--- src/rtl/bit_counter_param.sv ---
// bit_counter_param: counts the 1-bits (or 0-bits) of an operand by shifting
// it right one position per cycle, started by an asynchronous level request.
//
// Ports:
//   clk          in   single clock, rising edge
//   reset_n      in   synchronous active-low reset
//   start        in   raw asynchronous request, level sensitive
//   count_zeros  in   0: count 1-bits of A, 1: count 0-bits of A
//   A            in   WIDTH-bit operand, sampled while idle
//   result       out  RW-bit count, driven straight from a register
//   busy         out  high while counting
//   done         out  high while the result is presented
module bit_counter_param #(
    parameter  int WIDTH       = 8,
    parameter  int SYNC_STAGES = 2,
    localparam int RW          = $clog2(WIDTH + 1)
) (
    input  logic             clk,
    input  logic             reset_n,
    input  logic             start,
    input  logic             count_zeros,
    input  logic [WIDTH-1:0] A,
    output logic [RW-1:0]    result,
    output logic             busy,
    output logic             done
);

    localparam logic [1:0] S_IDLE  = 2'd0;
    localparam logic [1:0] S_COUNT = 2'd1;
    localparam logic [1:0] S_DONE  = 2'd2;

    logic [SYNC_STAGES-1:0] sync_q;
    logic [SYNC_STAGES-1:0] sync_d;
    logic                   s;

    logic [1:0]       state_q;
    logic [1:0]       state_d;
    logic [WIDTH-1:0] a_q;
    logic [WIDTH-1:0] a_d;
    logic [RW-1:0]    result_q;
    logic [RW-1:0]    result_d;

    // Shift chain: the request enters at bit 0 and leaves at the top bit.
    generate
        if (SYNC_STAGES == 1) begin : g_sync1
            assign sync_d = start;
        end else begin : g_syncn
            assign sync_d = {sync_q[SYNC_STAGES-2:0], start};
        end
    endgenerate

    assign s = sync_q[SYNC_STAGES-1];

    always_comb begin
        state_d  = state_q;
        a_d      = a_q;
        result_d = result_q;
        case (state_q)
            S_IDLE: begin
                // Operand and mode are captured every idle cycle, so the
                // value frozen for counting is the one of the last idle cycle.
                a_d      = count_zeros ? ~A : A;
                result_d = '0;
                if (s) begin
                    state_d = S_COUNT;
                end
            end
            S_COUNT: begin
                // Stops as soon as no set bits remain, so the run length
                // follows the highest set bit, not WIDTH.
                if (a_q == '0) begin
                    state_d = S_DONE;
                end else begin
                    a_d      = a_q >> 1;
                    result_d = result_q + RW'(a_q[0]);
                end
            end
            S_DONE: begin
                // A held request keeps us here; it must drop to re-arm.
                if (!s) begin
                    state_d = S_IDLE;
                end
            end
            default: begin
                state_d  = S_IDLE;
                a_d      = '0;
                result_d = '0;
            end
        endcase
    end

    always_ff @(posedge clk) begin
        if (!reset_n) begin
            sync_q   <= '0;
            state_q  <= S_IDLE;
            a_q      <= '0;
            result_q <= '0;
        end else begin
            sync_q   <= sync_d;
            state_q  <= state_d;
            a_q      <= a_d;
            result_q <= result_d;
        end
    end

    assign result = result_q;
    assign busy   = (state_q == S_COUNT);
    assign done   = (state_q == S_DONE);

endmodule

--- config.mk ---
export PLATFORM = sky130hd
export DESIGN_NAME = bit_counter_param
export DESIGN_NICKNAME = d
export VERILOG_FILES = /design/src/rtl/bit_counter_param.sv
export SDC_FILE = /design/constraint.sdc
export NUM_CORES = 1
export LEC_CHECK = 0
export CORE_MARGIN = 4
export CORE_UTILIZATION = 49
export DETAILED_ROUTE_END_ITERATION = 16
export PLACE_DENSITY = 0.77
export SLEW_MARGIN = 5
export SYNTH_ARGS = -nofsm -noshare
export SYNTH_HDL_FRONTEND = slang
export SYNTH_SLANG_ARGS = --single-unit
--- constraint.sdc ---
create_clock -name clk -period 1.6 [get_ports clk]
set_input_delay 0.4 -clock clk [delete_from_list [all_inputs] [get_ports clk]]
set_output_delay 0.4 -clock clk [all_outputs]
set_load 0.02 [all_outputs]
==> results.py, run 1 <==
metrics = {
    "cells_and_area": {
        "syn_to_final_growth_pct": 29.5,
        "final_common_cell": "dfxtp_1",
        "final_util_pct": 70.7,
        "num_antenna_cells": 0,
        "drive_gt1_share_pct": 16.1,
        "final_cell_mix": "dfxtp_1, clkdlybuf4s50_1, buf_4",
        "final_area_sq_um": 1130,
        "nNetsFinal": 134,
        "nFillCells": 136,
    },
    "setup_path": {
        "required_ns": 1.20,
        "slowest_delay_ns": 0.37,
        "worstPathCellList": "nor2b_2, clkdlybuf4s15_2",
        "arrival_ns": 1.11,
        "critPathSlowestCell": "dfxtp_1",
        "cp_max_fo": 4,
        "cp-start-kind": "register",
        "crit_type": "register to output port",
        "crit_path_end_kind": "output port",
    },
    "clock_tree": {
        "htree_levels": 1,
        "tritoncts": "built",
        "cts_root_buffer": "clkbuf_4",
        "post_cts_buffers": 0,
        "cts.sinks": 16,
        "cts_buffers": 3,
        "clock_latency_ns": 0.29,
        "clk_path_buf_depth": 2,
        "clk_pin_slew_ns": 0.08,
    },
    "sta": {
        "period_share_pct": 94.6,
        "skew_ns": 0.0107,
        "setup_ws_ns": 0.0862,
        "drv_slew": 0,
        "fmax_mhz": 661,
        "worstMarginPinSlew_ns": 0.543,
        "min_period_ns": 1.51,
        "relSlewSlack_pct": 63.5,
        "setup_viol": 0,
        "rsz0062_at_grt": "no",
        "hold_ws_ns": 0.447,
        "hold_viol": 0,
    },
    "yosys": {
        "synth_seq_cells": 16,
        "avgSynthCellArea_sq_um": 9.07,
        "syn_inst": 96,
        "netlist_area_sq_um": 871,
        "synth_xor_area_share_pct": 8.05,
        "synth_adder_area_share_pct": 2.87,
        "yosysTopAreaCell": "dfxtp_1",
        "ys_types": 27,
        "post-synth-top-area-fraction_pct": 36.8,
        "yosysWarnings": 0,
        "ys_seq_area_share_pct": 36.8,
        "synth.area.top_cells": "dfxtp_1, a32o_1, xnor2_1, o21ai_0, nand3_1",
        "yosys.area_share.simple_pct": 26.0,
        "synth_nets": 110,
        "synth_compound_area_share_pct": 21.8,
        "synth_top_family_by_area": "simple AND/OR/NAND/NOR gates",
        "synthMuxAreaShare_pct": 0,
    },
    "placed_design": {
        "postPlaceCellArea_sq_um": 1110,
        "portBuffers": 17,
        "dpl_worst_slack_ns": -0.146,
        "dpl.hpwl_mm": 1.41,
        "place.gp.congestion": 0.752,
    },
    "route": {
        "route.antenna.remaining_nets": 0,
        "wl_met2_microns": 909,
        "drt-pass1-iter-count": 4,
        "maxUsedRoutingLayer": "met4",
        "wl_met3_microns": 99,
        "drc": 0,
        "wl_met1_microns": 832,
        "via_per_inst": 5.62,
        "vias": 798,
        "totalWireLength_mm": 1.86,
        "wire_per_inst_microns": 13.1,
        "drt-initial-drc-count": 4,
    },
    "run_status": {
        "status": "finished clean",
    },
    "worst_hold_path": {
        "min_path_type": "register to register",
    },
    "power": {
        "p_leak_nw": 0.431,
        "ir_drop_mv": 0.591,
        "powerDensity_nw_per_um2": 729,
    },
    "floorplan": {
        "core_sq_um": 1590,
        "die_area_sq_um": 2520,
        "initial_core_util_pct": 54.6,
        "dieHeight_microns": 50.2,
        "num_rows": 14,
        "die_w_microns": 50.2,
        "pin_count": 18,
    },
    "global_routing": {
        "grt_start_max_net_pins": 22,
        "grt_usage_pct": 17.3,
        "grt-ovfl-total": 0,
        "grt_pass1_vias": 770,
        "antenna_found_initial": 0,
        "grt_pass1_wl_mm": 3.42,
    },
    "job": {
        "maxCapViolCount": 0,
    },
}
## per-layer routing
metal	vias to the layer above	track usage, %
li1	403	-
met5	-	0
met3	3	5.62
met2	15	27.6
met1	377	22.5
met4	0	4.15
## final timing paths
kind | startpoint | to | slack, ns | depth (start not counted)
max reg2reg | a_q[0]$_SDFFE_PN0P_ | result[3]$_SDFFE_PN0P_ | 0.15 | 4
min reg2reg | sync_q[0]$_SDFF_PN0_ | sync_q[1]$_SDFF_PN0_ | 0.45 | 1
min | sync_q[0]$_SDFF_PN0_ | sync_q[1]$_SDFF_PN0_ | 0.45 | 1
max | state_q[1]$_SDFFE_PN0P_ | done | 0.09 | 2
## worst max-delay path, delay by kind of cell, from the launching register on
| kind | cells | cell delay [ns] |
|---|---|---|
| buffers and inverters | 1 | 0.28 |
| DFF | 1 | 0.37 |
| and+or+nand+nor | 1 | 0.19 |
## flip-flops by register name, summed over array words and instances, names as in the netlist
name,count
a_q,8
result,4
state_q,2
sync_q,2
## cells by family after synthesis
family,count (synthesis)
AND/OR/NAND/NOR,36
adder cells (fa/ha/maj),2
XOR/XNOR,8
buffers and inverters,9
AO/OA/AOI/OAI,25
flip-flops,16
## Yosys cell counts, drive strengths merged
cell and instances:
xnor2 8, and4b 2, or4 2, nand4b 1
o211a 1, ha 2, o211ai 4, nor2 1
nor2b 4, a32o 7, inv 1, o21ai 8
nand3 7, a32oi 2, o2111ai 2, a21oi 1
or4b 1, and2b 2, dfxtp 16, nand2 9
nor4 2, and2 4, buf 3, nand4 1
clkbuf 5
## stage by stage
step	power (mW)	cells	setup TNS, ns
3_3_place_gp	0.618	139	-0.282
2_1_floorplan	0.554	96	0
4_1_cts	0.827	142	0
6_report	0.821	142	0
5_1_grt	0.867	142	0
3_5_place_dp	0.624	139	-0.450
## area by class of cell
cell class              count  area [sq um]  share of cell area [%]
clock buffers               3          22.5                    2.00
multi-input cells          71           514                    45.6
repair buffers             27           236                    21.0
flip-flops and latches     16           320                    28.4
well taps                  24          30.0                    2.66
inverters                   1          3.75                   0.333
## timing repair
action / in CTS / in global routing
hold buffers: 0 / 0
resized for setup: 9 / 2
endpoints found under the setup margin: 6 / 2
## report_power, final
part           switching (mW)  total, mW  internal [mW]
Combinational          0.0760      0.166         0.0901
Clock                   0.120      0.208         0.0875
Sequential             0.0260      0.448          0.422
Total                   0.222      0.821          0.599
Power figures use the tool's default switching activity.
==> run 2, diff against run 1 <==
--- a/config.mk
+++ b/config.mk
@@ -7,6 +7,7 @@
 export LEC_CHECK = 0
 export CORE_MARGIN = 4
 export CORE_UTILIZATION = 49
+export CTS_CLUSTER_SIZE = 25
 export DETAILED_ROUTE_END_ITERATION = 16
 export PLACE_DENSITY = 0.77
 export SLEW_MARGIN = 5
==> results of run 2 <==
The final DEF is identical to that of run 1; final timing and power are the same.
==> run 3, diff against run 2 <==
--- a/config.mk
+++ b/config.mk
@@ -6,10 +6,10 @@
 export NUM_CORES = 1
 export LEC_CHECK = 0
 export CORE_MARGIN = 4
-export CORE_UTILIZATION = 49
+export CORE_UTILIZATION = 53
 export CTS_CLUSTER_SIZE = 25
 export DETAILED_ROUTE_END_ITERATION = 16
-export PLACE_DENSITY = 0.77
+export PLACE_DENSITY = 0.82
 export SLEW_MARGIN = 5
 export SYNTH_ARGS = -nofsm -noshare
 export SYNTH_HDL_FRONTEND = slang
==> constraint.sdc (replaced) <==
create_clock -name clk -period 1.8 [get_ports clk]
set_input_delay 0.45 -clock clk [delete_from_list [all_inputs] [get_ports clk]]
set_output_delay 0.45 -clock clk [all_outputs]
set_load 0.02 [all_outputs]
==> results.py, run 3 (same netlist as run 1, synthesis figures left out) <==
metrics = {
    "route": {
        "vias": 800,
        "drt-pass1-iter-count": 4,
        "drt-initial-drc-count": 14,
        "route.antenna.remaining_nets": 0,
        "drc": 0,
        "totalWireLength_mm": 1.85,
        "wire_per_inst_microns": 14.0,
        "via_per_inst": 6.06,
    },
    "setup_path": {
        "rr_startpoint": "a_q[0]$_SDFFE_PN0P_",
        "startpoint": "result[3]$_SDFFE_PN0P_",
        "worstPathCellList": "clkdlybuf4s50_1",
        "arrival_ns": 1.30,
        "cp_max_fo": 4,
        "required_ns": 1.35,
        "slowest_delay_ns": 0.63,
        "cp-start-kind": "register",
        "critPathSlowestCell": "clkdlybuf4s50_1",
        "critPathTopFamily": "buffers and inverters",
        "crit_type": "register to output port",
        "crit_path_end_kind": "output port",
        "worst-path-buf-inv": 1,
    },
    "cells_and_area": {
        "final_util_pct": 73.3,
        "final_cell_mix": "dfxtp_1, clkdlybuf4s50_1, nand2_1",
        "syn_to_final_growth_pct": 28.3,
        "num_antenna_cells": 0,
        "nNetsFinal": 131,
        "regMostFlops": "a_q",
        "final_common_cell": "dfxtp_1",
        "drive_gt1_share_pct": 12.1,
        "layout.cells.non_filler": 132,
        "largest_register_ffs": 8,
    },
    "placed_design": {
        "portBuffers": 17,
        "place.gp.congestion": 0.824,
        "dpl.hpwl_mm": 1.35,
        "dpl_worst_slack_ns": 0.0128,
        "placed_cells_incl_taps": 128,
    },
    "floorplan": {
        "die_w_microns": 48.5,
        "core_sq_um": 1520,
        "pin_count": 18,
        "die_area_sq_um": 2360,
        "dieHeight_microns": 48.5,
        "num_rows": 14,
        "initial_core_util_pct": 57.1,
    },
    "power": {
        "p_leak_nw": 0.449,
        "powerDensity_nw_per_um2": 699,
        "ir_drop_mv": 0.833,
    },
    "clock_tree": {
        "tritoncts": "built",
        "clock_latency_ns": 0.28,
        "post_cts_buffers": 0,
        "clk_pin_slew_ns": 0.10,
        "cts_buffers": 3,
        "htree_levels": 1,
        "cts_root_buffer": "clkbuf_4",
        "clk_path_buf_depth": 2,
        "cts.hold.buffers_added": 0,
        "cts.sinks": 16,
    },
    "sta": {
        "finalSetupTns_ns": 0,
        "setup_ws_ns": 0.0511,
        "period_share_pct": 97.2,
        "fmax_mhz": 572,
        "min_period_ns": 1.75,
        "drv_slew": 0,
        "hold_viol": 0,
        "rsz0062_at_grt": "no",
        "skew_ns": 0.00202,
        "worstMarginPinSlew_ns": 0.536,
        "relSlewSlack_pct": 64.0,
        "setup_viol": 0,
    },
    "run_status": {
        "status": "finished clean",
    },
    "job": {
        "maxCapViolCount": 0,
    },
    "global_routing": {
        "grt_start_max_net_pins": 22,
        "grt_usage_pct": 17.1,
        "grt_pass1_vias": 804,
        "antenna_found_initial": 0,
        "grt_pass1_wl_mm": 3.38,
        "grt-ovfl-total": 0,
    },
    "worst_hold_path": {
        "hp-start": "sync_q[0]$_SDFF_PN0_",
        "min_path_type": "register to register",
    },
}
## run 3: cell count changes in the layout (fill, tap and decap cells not counted), sizes merged
cell | before | now
dlygate4sd2 | 4 | 2
clkdlybuf4s50 | 11 | 13
buf | 10 | 7
dlymetal6s2s | 0 | 2
clkdlybuf4s15 | 1 | 0
## run 3: power breakdown
part / total, mW / switching, mW / leakage, nW / internal (mW)
Sequential: 0.397 / 0.0219 / 0.132 / 0.375
Clock: 0.240 / 0.117 / 0.0210 / 0.123
Combinational: 0.144 / 0.0667 / 0.296 / 0.0773
Total: 0.781 / 0.206 / 0.449 / 0.575
## run 3: final cells by class
class	instances	area, sq um
Fill cell	113	407
Clock buffer	4	36.3
Timing Repair Buffer	24	225
Inverter	1	3.75
Tap cell	16	20.0
Sequential cell	16	320
Multi-Input combinational cell	71	512
## run 3: per-stage QoR
stage	hold slack, ns	total power [mW]	area (sq um)
after CTS	0.449	0.785	1110
after detailed placement	0.425	0.550	1080
after floorplan	0.412	0.493	871
final	0.446	0.781	1120
after global routing	0.465	0.827	1120
after global placement	0.417	0.546	1080
## run 3: repair_timing
action,in CTS,in global routing
hold endpoints to repair,0,0
gates resized for setup,2,2
gates cloned,0,0
setup endpoints to repair,2,2
pin swaps,0,0
## run 3: layer usage
metal	global-route usage, %	share of wire (%)	vias up	wire length, microns
met1	21.3	45	370	835
li1	-	-	404	-
met2	28.0	48	24	893
met3	5.83	5.9	2	109
met5	0	0	-	0
met4	4.04	0.54	0	10
## run 3: path summary, 6_finish.rpt
path / slack [ns] / depth (start not counted) / end
setup / recovery: 0.05 / 1 / result[3]
hold / removal: 0.45 / 1 / sync_q[1]$_SDFF_PN0_
setup reg to reg: 0.32 / 4 / result[3]$_SDFFE_PN0P_
hold reg to reg: 0.45 / 1 / sync_q[1]$_SDFF_PN0_
